File: src/rtl/sram_arb_pkg.sv
// sram_arb_pkg: shared state encoding and width helper for the SRAM port arbiter
package sram_arb_pkg;
  typedef enum logic [0:0] {IDLE = 1'b0, GRANT = 1'b1} arb_state_e;
  function automatic int clog2_min1(input int n);
    return (n > 1) ? $clog2(n) : 1;
  endfunction
endpackage

File: src/rtl/sram_rr_pick.sv
// sram_rr_pick: combinational round-robin picker, first candidate at or after i_start
module sram_rr_pick import sram_arb_pkg::*; #(
  parameter int N = 2,
  parameter int W = clog2_min1(N)
) (
  input  logic [N-1:0] i_valid,
  input  logic [W-1:0] i_start,
  input  logic [N-1:0] i_excl,
  output logic [W-1:0] o_idx,
  output logic         o_any
);
  logic [N-1:0] w_cand;
  assign w_cand = i_valid & ~i_excl;
  // scan from the farthest offset inward so the candidate nearest i_start wins
  always_comb begin
    logic [W-1:0] w_i;
    w_i   = '0;
    o_idx = '0;
    o_any = 1'b0;
    for (int k = N - 1; k >= 0; k--) begin
      w_i = W'((int'(i_start) + k) % N);
      if (w_cand[w_i]) begin
        o_idx = w_i;
        o_any = 1'b1;
      end
    end
  end
endmodule

File: src/rtl/sram_port_arbiter.sv
// sram_port_arbiter: round-robin burst arbiter sharing one single-port SRAM with registered drive
module sram_port_arbiter import sram_arb_pkg::*; #(
  parameter int NUM_REQ         = 2,
  parameter int SRAM_ADDR_WIDTH = 16,
  parameter int SRAM_DATA_WIDTH = 32,
  parameter int MAX_BURST       = 4
) (
  input  logic                                   sram_clk,
  input  logic                                   sram_rst_n,
  input  logic [NUM_REQ-1:0]                     req_valid,
  output logic [NUM_REQ-1:0]                     req_ready,
  input  logic [NUM_REQ*SRAM_ADDR_WIDTH-1:0]     req_addr,
  input  logic [NUM_REQ*SRAM_DATA_WIDTH-1:0]     req_wdata,
  input  logic [NUM_REQ*SRAM_DATA_WIDTH/8-1:0]   req_we,
  output logic [NUM_REQ-1:0]                     rsp_valid,
  output logic [SRAM_DATA_WIDTH-1:0]             rsp_rdata,
  output logic [SRAM_ADDR_WIDTH-1:0]             sram_addr,
  output logic [SRAM_DATA_WIDTH-1:0]             sram_din,
  output logic [SRAM_DATA_WIDTH/8-1:0]           sram_we,
  output logic                                   sram_en,
  input  logic [SRAM_DATA_WIDTH-1:0]             sram_dout
);
  localparam int REQ_IDX_W   = clog2_min1(NUM_REQ);
  localparam int BURST_CNT_W = clog2_min1(MAX_BURST);
  localparam int BW          = SRAM_DATA_WIDTH / 8;

  arb_state_e             r_state, w_state_nx;
  logic [REQ_IDX_W-1:0]   r_owner, r_rr_ptr, w_owner_nx, w_rr_ptr_nx, w_owner_inc, w_start, w_win;
  logic [BURST_CNT_W-1:0] r_burst_cnt, w_burst_cnt_nx;
  logic [NUM_REQ-1:0]     w_excl;
  logic                   w_any, w_fire, w_last, w_rel;
  logic [SRAM_ADDR_WIDTH-1:0] w_addr;
  logic [SRAM_DATA_WIDTH-1:0] w_wdata;
  logic [BW-1:0]          w_we;
  logic                   r_t1_v, r_t2_v;
  logic [REQ_IDX_W-1:0]   r_t1_tag, r_t2_tag;

  assign w_owner_inc = (int'(r_owner) == NUM_REQ - 1) ? '0 : r_owner + 1'b1;
  assign w_fire      = (r_state == GRANT) && req_valid[r_owner];
  assign w_last      = w_fire && (int'(r_burst_cnt) == MAX_BURST - 1);
  assign w_rel       = (r_state == GRANT) && (!req_valid[r_owner] || w_last);
  assign w_start     = (r_state == GRANT) ? w_owner_inc : r_rr_ptr;
  assign w_excl      = w_last ? (NUM_REQ'(1) << r_owner) : '0;
  assign req_ready   = (r_state == GRANT) ? (NUM_REQ'(1) << r_owner) : '0;
  assign w_addr      = req_addr[int'(r_owner)*SRAM_ADDR_WIDTH +: SRAM_ADDR_WIDTH];
  assign w_wdata     = req_wdata[int'(r_owner)*SRAM_DATA_WIDTH +: SRAM_DATA_WIDTH];
  assign w_we        = req_we[int'(r_owner)*BW +: BW];
  assign rsp_valid   = r_t2_v ? (NUM_REQ'(1) << r_t2_tag) : '0;
  assign rsp_rdata   = sram_dout;

  sram_rr_pick #(.N(NUM_REQ), .W(REQ_IDX_W)) u_pick (
    .i_valid(req_valid),
    .i_start(w_start),
    .i_excl (w_excl),
    .o_idx  (w_win),
    .o_any  (w_any)
  );

  // arbitration: idle pick, burst counting, and zero-bubble handover on release
  always_comb begin
    w_state_nx     = r_state;
    w_owner_nx     = r_owner;
    w_rr_ptr_nx    = r_rr_ptr;
    w_burst_cnt_nx = r_burst_cnt;
    if (r_state == IDLE) begin
      w_state_nx     = w_any ? GRANT : IDLE;
      w_owner_nx     = w_any ? w_win : r_owner;
      w_burst_cnt_nx = w_any ? '0 : r_burst_cnt;
    end else if (w_rel) begin
      w_rr_ptr_nx    = w_owner_inc;
      w_state_nx     = w_any ? GRANT : IDLE;
      w_owner_nx     = w_any ? w_win : r_owner;
      w_burst_cnt_nx = '0;
    end else if (w_fire) begin
      w_burst_cnt_nx = r_burst_cnt + 1'b1;
    end
  end

  // arbitration state registers
  always_ff @(posedge sram_clk or negedge sram_rst_n) begin
    if (!sram_rst_n) begin
      r_state     <= IDLE;
      r_owner     <= '0;
      r_rr_ptr    <= '0;
      r_burst_cnt <= '0;
    end else begin
      r_state     <= w_state_nx;
      r_owner     <= w_owner_nx;
      r_rr_ptr    <= w_rr_ptr_nx;
      r_burst_cnt <= w_burst_cnt_nx;
    end
  end

  // registered SRAM drive plus read-tag pipe aligned to the SRAM's one-cycle read
  always_ff @(posedge sram_clk or negedge sram_rst_n) begin
    if (!sram_rst_n) begin
      sram_en   <= 1'b0;
      sram_we   <= '0;
      sram_addr <= '0;
      sram_din  <= '0;
      r_t1_v    <= 1'b0;
      r_t2_v    <= 1'b0;
      r_t1_tag  <= '0;
      r_t2_tag  <= '0;
    end else begin
      sram_en   <= w_fire;
      sram_we   <= w_fire ? w_we : '0;
      sram_addr <= w_fire ? w_addr : sram_addr;
      sram_din  <= w_fire ? w_wdata : sram_din;
      r_t1_v    <= w_fire && (w_we == '0);
      r_t1_tag  <= r_owner;
      r_t2_v    <= r_t1_v;
      r_t2_tag  <= r_t1_tag;
    end
  end
endmodule

File: config.mk
export PLATFORM = sky130hd
export DESIGN_NAME = sram_port_arbiter
export DESIGN_NICKNAME = d
export VERILOG_FILES = /design/src/rtl/sram_arb_pkg.sv /design/src/rtl/sram_rr_pick.sv /design/src/rtl/sram_port_arbiter.sv
export SDC_FILE = /design/constraint.sdc
export NUM_CORES = 1
export LEC_CHECK = 0
export CORE_AREA = 5 5 98 100
export CTS_CLUSTER_SIZE = 30
export DETAILED_ROUTE_END_ITERATION = 7
export DIE_AREA = 0 0 103 105
export PLACE_DENSITY = 0.85
export SETUP_SLACK_MARGIN = 0.4
export SYNTH_ARGS = -nofsm -noshare
export SYNTH_HDL_FRONTEND = slang
export SYNTH_SLANG_ARGS = --single-unit
File: constraint.sdc
create_clock -name sram_clk -period 3 [get_ports sram_clk]
set_input_delay 0.6 -clock sram_clk [delete_from_list [all_inputs] [get_ports sram_clk]]
set_output_delay 0.6 -clock sram_clk [all_outputs]
set_load 0.05 [all_outputs]
==> results.tsv, run 1 <==
stage	metric	value	unit
status	outcome	completed	
hold_path	hold_class	in -> async	
critical_path	cp_max_fo	17	
die	die_h	105	um
die	floorplan.initialDensity	0.363	
timing	slew_violations	0	
clocking	post_cts_buffers	0	
power	seqPwrFrac	0.313	
synth	yosys_register_bits	62	
finish	area_growth	55.6	%
power	p_int	0.00223	W
clocking	cts_resized	0	
power	powerDensity	767	mW/mm^2
synth	synth-seq-area-share	0.497	
synth	yosysWarnings	0	
clocking	cts_tree	yes	
route	drt-wirelength-per-cell	16.9	um
critical_path	critPathLaunch	r_owner	
timing	finClkSkew	0.00866	ns
critical_path	worst_r2r_path_depth	5	
timing	holdWs	0.316	ns
timing	tightest_slew	0.741	ns
clocking	numClockSinks	62	
route	drtIter0Drc	81	
critical_path	r2r-end	sram_addr[14]	
critical_path	max_stage_delay	0.82	ns
critical_path	cp_slowest_cell	clkdlybuf4s50_1	
critical_path	crit_chain	nor2b_1 > clkdlybuf4s50_1	
place	hpwl	6760	um
clocking	htreeDepth	3	
critical_path	cp-start-kind	flop	
place	gp_congestion	0.741	
power	pwr-share-clk	0.240	
synth	syn_area	0.00312	mm^2
power	leakage	2.02	nW
synth	syn_nets	441	
clocking	cts_buffer_depth	2	
critical_path	worst_setup_path_end_kind	output pin	
power	p_comb_frac	0.447	
timing	setup_viol	0	
timing	min_period_over_period	0.833	
synth	synth_cell_type_count	29	
global_routing	grt_pass1_wl	13900	um
die	die_area	0.0108	mm^2
finish	final_cell_mix	162 x clkdlybuf4s50_1, 99 x a21oi_1, 60 x dfrtp_1	
timing	fin_crit	2.50	ns
critical_path	worst-path-stages	2	
timing	setup_tns	0	ns
global_routing	antenna_found_initial	1	
critical_path	r2r_start	r_state	
route	finalWirelength	9100	um
global_routing	grt_usage	0.163	
critical_path	cp.required	2.40	ns
clocking	root_buffer	clkbuf_8	
critical_path	critPathKind	reg -> out	
clocking	cts_buffers	9	
critical_path	r2r_slack	1.12	ns
critical_path	cp_num_buf_inv	1	
finish	num_antenna_cells	0	
place	numPortBuffers	164	
die	fp-row-count	34	
flow_run	drv_cap	0	
timing	rsz0062_at_grt	false	
critical_path	crit_end	req_ready[0]	
clocking	insertion_delay	0.33	ns
route	vias	2778	
finish	fillCellCount	745	
power	switching_share	0.401	
synth	synthCells	300	
synth	avgSynthCellArea	10.4	um^2
route	drc	0	
die	core-area	0.00859	mm^2
route	firstDrtPassIters	4	
timing	hold_viol	0	
route	ant_nets	0	
global_routing	grt_pass1_vias	2861	
timing	slew_headroom	0.506	
clocking	clkTransAtPathRegs	0.07	ns
die	io_pins	229	
finish	final_nets	566	
timing	fmax	400	MHz
route	viasPerCell	5.16	
global_routing	grt_max_degree	58	
global_routing	overflow	0	
die	fp.dieW	103	um
finish	drive_gt1_frac	0.0628	
clocking	hold_buffers	0	
critical_path	critPathArrivalTime	1.90	ns
power	vdd_drop_max	0.419	mV
critical_path	cp_top_family	buffers and inverters	
finish	multi_input_area	0.00121	mm^2
finish	seq_area	0.00156	mm^2
finish	final_common_cell	clkdlybuf4s50_1	
power	p_sw	0.00149	W
-- final cells by class --
cell class / count / area share
Clock buffer: 11 / 0.0291
Clock inverter: 5 / 0.0219
Tap cell: 108 / 0.0278
Multi-Input combinational cell: 180 / 0.249
Timing Repair Buffer: 169 / 0.349
Inverter: 3 / 0.00232
Sequential cell: 62 / 0.321
-- through the flow --
stage	total power (W)	util	cell area, um^2	setup slack (ns)	instances
floorplan	0.00231	-	3120	0.697	300
global placement	0.00281	0.536	4610	0.752	522
detailed placement	0.00285	0.536	4610	0.654	522
CTS	0.00377	0.565	4850	0.476	538
global route	0.00390	0.565	4850	0.448	538
finish	0.00372	0.565	4850	0.500	538
-- layer usage --
metal | up-vias | GRT usage | wire length (um)
met5 | - | 0 | 13
met4 | 2 | 0.0731 | 272
met3 | 37 | 0.0640 | 900
met2 | 124 | 0.279 | 4630
met1 | 1327 | 0.175 | 3280
li1 | 1288 | - | -
-- sequential cells by signal, indices dropped and copies added (netlist names), 2 cells and up --
signal,cells
sram_we,4
sram_addr,16
r_burst_cnt,2
sram_din,32
-- worst min-delay path by stage --
| stage | start | end | depth (start not counted) |
|---|---|---|---|
| after floorplan | sram_rst_n | r_burst_cnt[0] | 0 |
| after global placement | r_t1_tag | r_t2_tag | 0 |
| after detailed placement | r_t1_v | r_t2_v | 0 |
| after CTS | sram_rst_n | sram_addr[8] | 1 |
| after global routing | sram_rst_n | sram_addr[8] | 1 |
| final | sram_rst_n | sram_addr[8] | 1 |
-- worst reg2reg max path, cell delays in order (launching register included) --
cell and delay [ns]:
dfrtp_2 0.36, buf_4 0.50, nand2_4 0.16, inv_2 0.40, buf_12 0.25, a21oi_1 0.10
-- power groups by stage --
stage	logic, W	clock network (W)	registers (W)
after global routing	0.00175	0.000954	0.00119
after floorplan	0.000525	0	0.00178
final	0.00166	0.000894	0.00117
after CTS	0.00168	0.000919	0.00117
after global placement	0.00164	0	0.00117
after detailed placement	0.00168	0	0.00117
-- cell families after synthesis --
family          synth area share
mux                        0.175
compound gates             0.176
simple gates              0.0325
fa+ha+maj                0.00401
flops                      0.497
buf+inv                    0.116
-- synth_stat cells --
master,instances,share of area
o21ai_0,1,0.0016
o211ai_1,1,0.0024
nand2_1,1,0.0012
ha_1,1,0.0040
nor2_1,7,0.0084
buf_2,13,0.021
o2bb2ai_1,1,0.0028
buf_4,32,0.077
dfrtp_1,62,0.50
inv_1,2,0.0024
a32o_1,1,0.0032
nor4_1,1,0.0020
nor2b_1,2,0.0040
nand2_4,1,0.0036
buf_1,1,0.0012
buf_6,1,0.0036
nand3b_1,1,0.0024
nor3_1,2,0.0032
nand3_1,1,0.0016
a21oi_1,99,0.16
a22oi_1,1,0.0024
inv_2,1,0.0012
a31oi_1,1,0.0020
clkbuf_1,8,0.0096
mux2i_1,53,0.17
and2_1,2,0.0040
o31ai_1,1,0.0024
nand2b_1,1,0.0020
mux2_4,1,0.0048
Note: power is estimated with default switching activity, not from simulation.
==> inputs of run 2 (changes only) <==
--- a/config.mk
+++ b/config.mk
@@ -5,11 +5,11 @@
 export SDC_FILE = /design/constraint.sdc
 export NUM_CORES = 1
 export LEC_CHECK = 0
-export CORE_AREA = 5 5 98 100
+export CORE_AREA = 5 5 101 103
 export CTS_CLUSTER_SIZE = 30
 export DETAILED_ROUTE_END_ITERATION = 7
-export DIE_AREA = 0 0 103 105
-export PLACE_DENSITY = 0.85
+export DIE_AREA = 0 0 106 108
+export PLACE_DENSITY = 0.8
 export SETUP_SLACK_MARGIN = 0.4
 export SYNTH_ARGS = -nofsm -noshare
 export SYNTH_HDL_FRONTEND = slang
==> constraint.sdc (replaced) <==
create_clock -name sram_clk -period 2.55 [get_ports sram_clk]
set_input_delay 0.51 -clock sram_clk [delete_from_list [all_inputs] [get_ports sram_clk]]
set_output_delay 0.51 -clock sram_clk [all_outputs]
set_load 0.05 [all_outputs]
==> run 2 against run 1 <==
Net effect:
- clock power shrank 6.3%
- clock skew about the same
- via count decreased by 2.5%
- highest routed layer is now met4
- cell area decreased by 0.72%
- total power is 12% higher
- largest cell class unchanged
- wire length up 0.85%
- critical path type unchanged
==> results.tsv, run 2 (synthesis results as in run 1) <==
stage	metric	value	unit
status	outcome	completed	
critical_path	critPathKind	reg -> out	
hold_path	hold_class	in -> async	
global_routing	grt_pass1_vias	2920	
route	viasPerCell	5.00	
critical_path	max_stage_delay	0.75	ns
timing	min_period_over_period	0.797	
route	drtIter0Drc	63	
clocking	cts_buffers	9	
place	numPortBuffers	164	
critical_path	worst_r2r_path_depth	4	
clocking	cts_tree	yes	
die	die_h	108	um
finish	final_cell_mix	159 x clkdlybuf4s50_1, 99 x a21oi_1, 60 x dfrtp_1	
critical_path	r2r_slack	0.80	ns
die	floorplan.initialDensity	0.343	
critical_path	r2r-end	sram_din[8]	
timing	fmax	492	MHz
critical_path	cp_slowest_cell	dfrtp_2	
place	hpwl	6980	um
clocking	numClockSinks	62	
finish	regMostFlops	sram_din	
route	drt-wirelength-per-cell	16.9	um
timing	fin_crit	2.03	ns
route	wl_met1	3300	um
die	fp-row-count	35	
finish	final_util	0.529	
power	vdd_drop_max	0.336	mV
die	fp.dieW	106	um
flow_run	drv_cap	0	
clocking	cts_buffer_depth	2	
timing	tightest_slew	0.706	ns
die	core-area	0.00911	mm^2
finish	area_growth	54.5	%
place	gp_congestion	0.737	
die	die_area	0.0114	mm^2
place	place_area	0.00462	mm^2
clocking	post_cts_buffers	0	
clocking	clkTransAtPathRegs	0.07	ns
critical_path	cp.required	2.04	ns
critical_path	cp_max_fo	33	
finish	final_common_cell	clkdlybuf4s50_1	
route	finalWirelength	9170	um
route	wl_met2	4850	um
timing	setup_tns	0	ns
finish	final_nets	567	
critical_path	worst_setup_path_end_kind	output pin	
clocking	root_buffer	clkbuf_8	
route	dr_wl_met3	873	um
route	vias	2709	
global_routing	overflow	0	
route	drc	0	
finish	post-route-cell-area	0.00482	mm^2
timing	rsz0062_at_grt	false	
finish	largest_reg_flops	32	
power	leakage	2.03	nW
clocking	insertion_delay	0.33	ns
timing	hold_viol	0	
route	top_layer	met4	
timing	setup_viol	0	
critical_path	crit_chain	nor2b_2 > buf_4	
power	powerDensity	864	mW/mm^2
finish	num_antenna_cells	0	
critical_path	cp_num_buf_inv	1	
clocking	htreeDepth	3	
critical_path	cp_top_family	flip-flops	
timing	slew_violations	0	
critical_path	cp-start-kind	flop	
die	io_pins	229	
timing	slew_headroom	0.529	
critical_path	r2r_start	r_state	
global_routing	antenna_found_initial	0	
finish	fillCellCount	826	
timing	finClkSkew	0.00890	ns
finish	reg_top3	sram_din x32, sram_addr x16, sram_we x4	
route	firstDrtPassIters	4	
finish	drive_gt1_frac	0.0673	
global_routing	grt_pass1_wl	14600	um
critical_path	critPathArrivalTime	1.52	ns
route	ant_nets	0	
global_routing	grt_max_degree	49	
global_routing	grt_usage	0.161	
## run 2: metrics by stage
stage          hold WS, ns  total power [W]  cells  worst slack (ns)
2_1_floorplan        0.214          0.00272    300             0.576
3_3_place_gp         0.331          0.00332    526             0.262
3_5_place_dp         0.344          0.00336    526             0.161
4_1_cts              0.243          0.00422    542             0.435
5_1_grt              0.283          0.00439    542             0.421
6_report             0.232          0.00417    542             0.518
## run 2: power breakdown
| part | total [W] | switching [W] | internal [W] |
|---|---|---|---|
| combinational | 0.00196 | 0.00123 | 0.000731 |
| sequential | 0.00137 | 0.000149 | 0.00122 |
| clock | 0.000838 | 0.000362 | 0.000476 |
## run 2: worst max-delay path by stage
stage	from	to	slack (ns)	depth (start not counted)
2_1_floorplan	r_state	req_ready[0]	0.58	3
3_3_place_gp	req_valid[1]	sram_din[25]	0.26	6
3_5_place_dp	req_valid[1]	sram_din[29]	0.16	6
4_1_cts	r_t2_tag	rsp_valid[1]	0.44	2
5_1_grt	r_state	req_ready[0]	0.42	2
6_report	r_state	req_ready[0]	0.52	2
## run 2: area by class of cell
cell class,count,area (um^2),area share
timing repair buffer,170,1710,0.355
sequential,62,1560,0.323
multi-input combinational,180,1210,0.251
clock buffer,12,145,0.0301
tap,111,139,0.0288
clock inverter,4,47.5,0.00987
inverter,3,11.3,0.00234
## run 2: routing by layer
metal / global-route usage / vias to the layer above
li1: - / 1285
met4: 0.0564 / 0
met5: 0 / -
met1: 0.165 / 1285
met3: 0.0716 / 16
met2: 0.291 / 123
## run 2: what timing repair did
item | in CTS | in global routing
resized for setup | 2 | 2
hold endpoints to repair | 0 | 0
hold buffers | 0 | 0
gates cloned | 0 | 0
endpoints found under the setup margin | 2 | 6
